$ cat config.mk
export PLATFORM = sky130hd
export DESIGN_NAME = uart_tx_arb
export DESIGN_NICKNAME = d
export VERILOG_FILES = /design/src/rtl/uart_pkg.sv /design/src/rtl/uart_rr_pick.sv /design/src/rtl/uart_tx_arb.sv
export SDC_FILE = /design/constraint.sdc
export NUM_CORES = 1
export LEC_CHECK = 0
export BUFFER_PORTS_ARGS = -buffer_cell sky130_fd_sc_hd__buf_2
export CAP_MARGIN = 25
export CORE_ASPECT_RATIO = 1.1
export CORE_UTILIZATION = 40
export CTS_CLUSTER_DIAMETER = 100
export DETAILED_ROUTE_END_ITERATION = 10
export PLACE_DENSITY = 0.72
export SYNTH_ARGS = -nofsm -noshare
export SYNTH_HDL_FRONTEND = slang
export SYNTH_HIERARCHICAL = 1
export SYNTH_SLANG_ARGS = --single-unit
$ cat constraint.sdc
create_clock -name i_clk -period 2.3 [get_ports i_clk]
set_input_delay 0.345 -clock i_clk [delete_from_list [all_inputs] [get_ports i_clk]]
set_output_delay 0.345 -clock i_clk [all_outputs]
set_load 0.01 [all_outputs]
$ cat src/rtl/uart_pkg.sv
// Shared definitions for the UART TX arbitration slice: FSM state encodings
// and the wrap-around increment used by the round-robin pointer.
package uart_pkg;

    typedef logic [2:0] state_t;

    localparam state_t ST_IDLE      = 3'd0;
    localparam state_t ST_LAUNCH    = 3'd1;
    localparam state_t ST_WAIT_ACT  = 3'd2;
    localparam state_t ST_WAIT_DONE = 3'd3;
    localparam state_t ST_GAP       = 3'd4;

    // Explicit compare-and-wrap so non-power-of-2 requester counts work.
    function automatic int unsigned mod_inc(input int unsigned val, input int unsigned modulus);
        return (val + 1 >= modulus) ? 0 : val + 1;
    endfunction

endpackage

$ cat src/rtl/uart_rr_pick.sv
// Combinational rotate-priority picker: returns the first set bit of valid
// found when scanning from rr_ptr upward, wrapping modulo NUM_REQ.
module uart_rr_pick #(
    parameter int NUM_REQ = 4,
    parameter int IDX_W   = $clog2(NUM_REQ)
) (
    input  logic [NUM_REQ-1:0] valid,
    input  logic [IDX_W-1:0]   rr_ptr,
    output logic               any_valid,
    output logic [IDX_W-1:0]   grant
);

    // Scan from the farthest offset down so the nearest hit is written last.
    always_comb begin
        int               idx;
        logic [IDX_W-1:0] sel;
        any_valid = 1'b0;
        grant     = '0;
        idx       = 0;
        sel       = '0;
        for (int i = NUM_REQ - 1; i >= 0; i--) begin
            idx = int'(rr_ptr) + i;
            if (idx >= NUM_REQ) idx = idx - NUM_REQ;
            sel = IDX_W'(idx);
            if (valid[sel]) begin
                any_valid = 1'b1;
                grant     = sel;
            end
        end
    end

endmodule

$ cat src/rtl/uart_tx_arb.sv
// Round-robin scheduler sharing one UART TX serializer between NUM_REQ producers.
//   state     | meaning
//   IDLE      | waiting for enable, a pending word and an idle serializer
//   LAUNCH    | start and ready pulses out, pointer advances, timeout loads
//   WAIT_ACT  | waiting for the serializer busy flag to rise
//   WAIT_DONE | frame in flight, waiting for busy to fall
//   GAP       | counting i_tick pulses of extra idle line
module uart_tx_arb
    import uart_pkg::*;
#(
    parameter int NUM_REQ     = 4,
    parameter int WORD_WIDTH  = 8,
    parameter int GAP_TICKS   = 0,
    parameter int ACT_TIMEOUT = 4
) (
    input  logic                          i_clk,
    input  logic                          i_rst_n,
    input  logic                          i_tick,
    input  logic                          i_enable,
    input  logic [NUM_REQ-1:0]            i_req_valid,
    input  logic [NUM_REQ*WORD_WIDTH-1:0] i_req_data,
    output logic [NUM_REQ-1:0]            o_req_ready,
    output logic [WORD_WIDTH-1:0]         o_ser_din,
    output logic                          o_ser_start,
    input  logic                          i_ser_active,
    output logic [$clog2(NUM_REQ)-1:0]    o_grant_id,
    output logic                          o_busy,
    output logic                          o_err_stall,
    input  logic                          i_err_clr
);

    localparam int IDX_W = $clog2(NUM_REQ);
    localparam int GAP_W = (GAP_TICKS > 0) ? $clog2(GAP_TICKS + 1) : 1;
    localparam int TMO_W = (ACT_TIMEOUT > 0) ? $clog2(ACT_TIMEOUT + 1) : 1;

    state_t           state;
    logic [IDX_W-1:0] rr_ptr;
    logic [IDX_W-1:0] pick;
    logic             any_valid;
    logic [GAP_W-1:0] gap_cnt;
    logic [TMO_W-1:0] tmo_cnt;

    uart_rr_pick #(
        .NUM_REQ (NUM_REQ),
        .IDX_W   (IDX_W)
    ) u_pick (
        .valid     (i_req_valid),
        .rr_ptr    (rr_ptr),
        .any_valid (any_valid),
        .grant     (pick)
    );

    assign o_busy = (state != ST_IDLE);

    always_ff @(posedge i_clk or negedge i_rst_n) begin
        if (!i_rst_n) begin
            state       <= ST_IDLE;
            rr_ptr      <= '0;
            gap_cnt     <= '0;
            tmo_cnt     <= '0;
            o_ser_din   <= '0;
            o_grant_id  <= '0;
            o_err_stall <= 1'b0;
            o_req_ready <= '0;
            o_ser_start <= 1'b0;
        end else begin
            o_ser_start <= 1'b0;
            o_req_ready <= '0;
            // Clear is applied first so a same-cycle timeout set overrides it.
            if (i_err_clr) o_err_stall <= 1'b0;

            case (state)
                ST_IDLE: begin
                    if (i_enable && any_valid && !i_ser_active) begin
                        o_ser_din         <= i_req_data[int'(pick)*WORD_WIDTH +: WORD_WIDTH];
                        o_grant_id        <= pick;
                        o_ser_start       <= 1'b1;
                        o_req_ready[pick] <= 1'b1;
                        state             <= ST_LAUNCH;
                    end
                end
                ST_LAUNCH: begin
                    rr_ptr  <= IDX_W'(mod_inc(32'(o_grant_id), NUM_REQ));
                    tmo_cnt <= TMO_W'(ACT_TIMEOUT);
                    state   <= ST_WAIT_ACT;
                end
                ST_WAIT_ACT: begin
                    if (i_ser_active) begin
                        state <= ST_WAIT_DONE;
                    end else if (tmo_cnt <= TMO_W'(1)) begin
                        tmo_cnt     <= '0;
                        o_err_stall <= 1'b1;
                        state       <= ST_IDLE;
                    end else begin
                        tmo_cnt <= tmo_cnt - 1'b1;
                    end
                end
                ST_WAIT_DONE: begin
                    if (!i_ser_active) begin
                        if (GAP_TICKS > 0) begin
                            gap_cnt <= GAP_W'(GAP_TICKS);
                            state   <= ST_GAP;
                        end else begin
                            state <= ST_IDLE;
                        end
                    end
                end
                ST_GAP: begin
                    if (i_tick) begin
                        if (gap_cnt <= GAP_W'(1)) state <= ST_IDLE;
                        else gap_cnt <= gap_cnt - 1'b1;
                    end
                end
                default: state <= ST_IDLE;
            endcase
        end
    end

endmodule

==> metrics.cfg <==
[sta]
slew_violations = 0
rsz0062_at_grt = false
final.setup.tns_ps = 0
holdWs_ps = 199.8
setup_violations = 0
skew_ps = 9.396
timing.final.hold_violations = 0
finalCritPeriodShare = 0.9061
maxSlewHeadroom = 0.6596
max_freq_mhz = 479.8
worst_pin_slew_ps = 510.6
fin_crit_ps = 2084
finalWorstSetupSlack_ps = 215.9

[cts]
h-tree-depth = 1
cts.sink_count = 23
clkSlewWorstSetupHoldPaths_ps = 130
hold_buffers = 1
cts_setup_buffers = 0
clock-root-buffer = clkbuf_4
cts.path.max_buffers = 2
cts_resized = 0
cts_buffers = 3
cts_tree = yes
clk_latency_ps = 310

[synthesis]
synth_top_family_by_area = multiplexers
syn_area_per_cell_um2 = 12.95
synth_xor_area_frac = 0
synth_top_area_frac = 0.4488
synth_compound_area_frac = 0.06829
async_reset_ff_frac = 1.000
ys_types = 33
syn_nets = 144
yosysWarningCount = 6
synth.area.mux_share = 0.2683
yosys.area_share.simple = 0.1522
yosys.area.top_type = dfrtp_1
synth.ff_latch_count = 23
synth_top_cells_by_area = dfrtp_1, mux4_2, mux4_1, mux2_4, mux2_2
synth_area_mm2 = 0.001282
yosysSeqAreaShare = 0.4488
synth_adder_area_share = 0.02927
synth_edf_count = 0
synthFlopType = dfrtp_1
synth_cells = 99

[drt]
ant_nets = 0
drc = 0
drtPass1Iterations = 4
drtIter0Drc = 25
drt_wl_total_um = 2844
wl_met2_um = 1469
wl_per_cell_um = 14.74
via_count = 1024
m1WireLength_um = 1101
top_layer = met4
met3_length_um = 236
viasPerCell = 5.306

[power]
switching_power_mw = 0.6441
power_frac_seq = 0.413
powerDensity_mw_per_mm2 = 1054
p_int_mw = 1.086
p_total_mw = 1.730
p_sw_frac = 0.3724
clock_power_share = 0.107
p_leak_nw = 0.8109
comb_power_share = 0.480
peakVddDrop_v = 0.0005174

[critical_path]
worstPathRequired_ps = 2500
r2r_slack_ps = 220
r2r.worst_path.cells = 5
slowest_delay_ps = 610
critPathCaptureType = register
critPathTopFamily = multiplexers
crit_fanout = 13
regToRegEndpoint = o_ser_din[0]
crit_type = reg2reg
critPathBufInv = 1
reg2reg_from = rr_ptr[1]
worstPathArrival_ps = 2290
cp_cell_sequence = mux2i_1 > a211oi_2 > buf_4 > mux4_1 > mux2_2
cpMaxStageDelayCell = mux4_1
cp-start-kind = register

[grt]
grt_start_max_net_pins = 24
antenna_found_initial = 0
grt_overflow_total = 0
grt_use_total = 0.1813
grt_pass1_vias = 980
grt_pass1_wl_um = 4650

[die]
rows = 21
die_w_um = 55.99
core-area_mm2 = 0.003048
die-area_mm2 = 0.003437
top_level_ports = 59
start_util = 0.4208
die_h_um = 61.39

[cells_and_area]
seq_area_um2 = 575.6
fin_util = 0.5382
fin_nets = 205
stdcell_count = 193
multi_input_area_um2 = 664.4
fin_area_mm2 = 0.001640
area_growth_pct = 27.90
diodes = 0
layout-drive-gt1-share = 0.5346
fillers = 262

[placement]
portBuffers = 57
place_inst = 188
gp_congestion = 0.7643
placedInstanceArea_mm2 = 0.001603
place_ws_ps = 250.1
dpl.hpwl_um = 2150

[min_path]
min_to = o_err_stall
hp-class = in2reg
min_from = i_err_clr
hold_depth = 2

[job]
drv_cap = 0

[status]
status = complete, no violations

==> worst max path at each step <==
stage | from | endpoint | depth (start not counted)
finish | rr_ptr[1] | o_ser_din[0] | 5
global route | rr_ptr[1] | o_ser_din[0] | 6
CTS | rr_ptr[1] | o_ser_din[0] | 5
detailed placement | rr_ptr[1] | o_ser_din[0] | 5
global placement | rr_ptr[1] | o_ser_din[5] | 5
floorplan | rr_ptr[1] | o_ser_din[1] | 5
==> sequential cells by signal, indices dropped and copies added (netlist names) <==
register	cells
tmo_cnt	3
o_ser_start	1
o_err_stall	1
o_grant_id	2
o_req_ready	4
rr_ptr	2
state	2
o_ser_din	8
==> cell type report <==
type / count / area share
well taps: 34 / 0.02593
flip-flops and latches: 23 / 0.3509
clock inverters: 1 / 0.003051
inverters: 4 / 0.01220
multi-input cells: 68 / 0.4050
clock buffers: 3 / 0.01373
repair buffers: 60 / 0.1892
==> metal layers <==
metal,global-route usage,vias to the layer above
met2,0.3248,41
met4,0.08014,0
met3,0.04832,4
met5,0,-
met1,0.2092,488
li1,-,491
==> synth_stat cells (3+ instances only) <==
cell type / n
dfrtp_1: 23
ha_1: 3
inv_1: 3
mux2_2: 6
mux2_4: 5
mux4_1: 3
mux4_2: 5
nand2_1: 6
nand2b_1: 5
nand3_1: 5
nand3b_1: 4
nor2_1: 5
nor3b_1: 3
==> kinds of logic after synthesis <==
group | count (synthesis)
buffers and inverters | 8
DFF | 23
AOI/OAI and AO/OA | 11
muxes | 20
and+or+nand+nor | 34
adders and majority gates | 3
==> power groups by stage <==
stage	logic (mW)	registers (mW)	clock network (mW)
after floorplan	0.571	0.717	0
after global placement	0.807	0.708	0
after detailed placement	0.835	0.720	0
after CTS	0.844	0.713	0.197
after global routing	0.921	0.745	0.213
final	0.830	0.714	0.186
==> layout by cell type (no fill, tap or decap) <==
cell	n
clkinv_2	1
nand4b_2	1
mux2_4	5
clkbuf_4	3
nand2_1	6
mux2_2	6
dlygate4sd3_1	1
mux2i_1	1
mux4_2	5
or2_2	1
nand2b_1	5
o21ai_0	1
and3_2	1
clkinv_4	1
nand3_1	5
o2111ai_1	1
dfrtp_1	23
a22oi_1	1
mux4_1	3
buf_4	2
o211ai_1	1
o32ai_1	1
nor3b_1	3
ha_1	3
a21oi_1	1
nor2b_1	1
nand3b_1	4
o21ba_2	1
o31ai_1	2
inv_1	3
a211oi_1	1
nor3_1	2
buf_2	57
a211oi_2	1
nor2_1	5
Note: power is estimated with default switching activity, not from simulation.
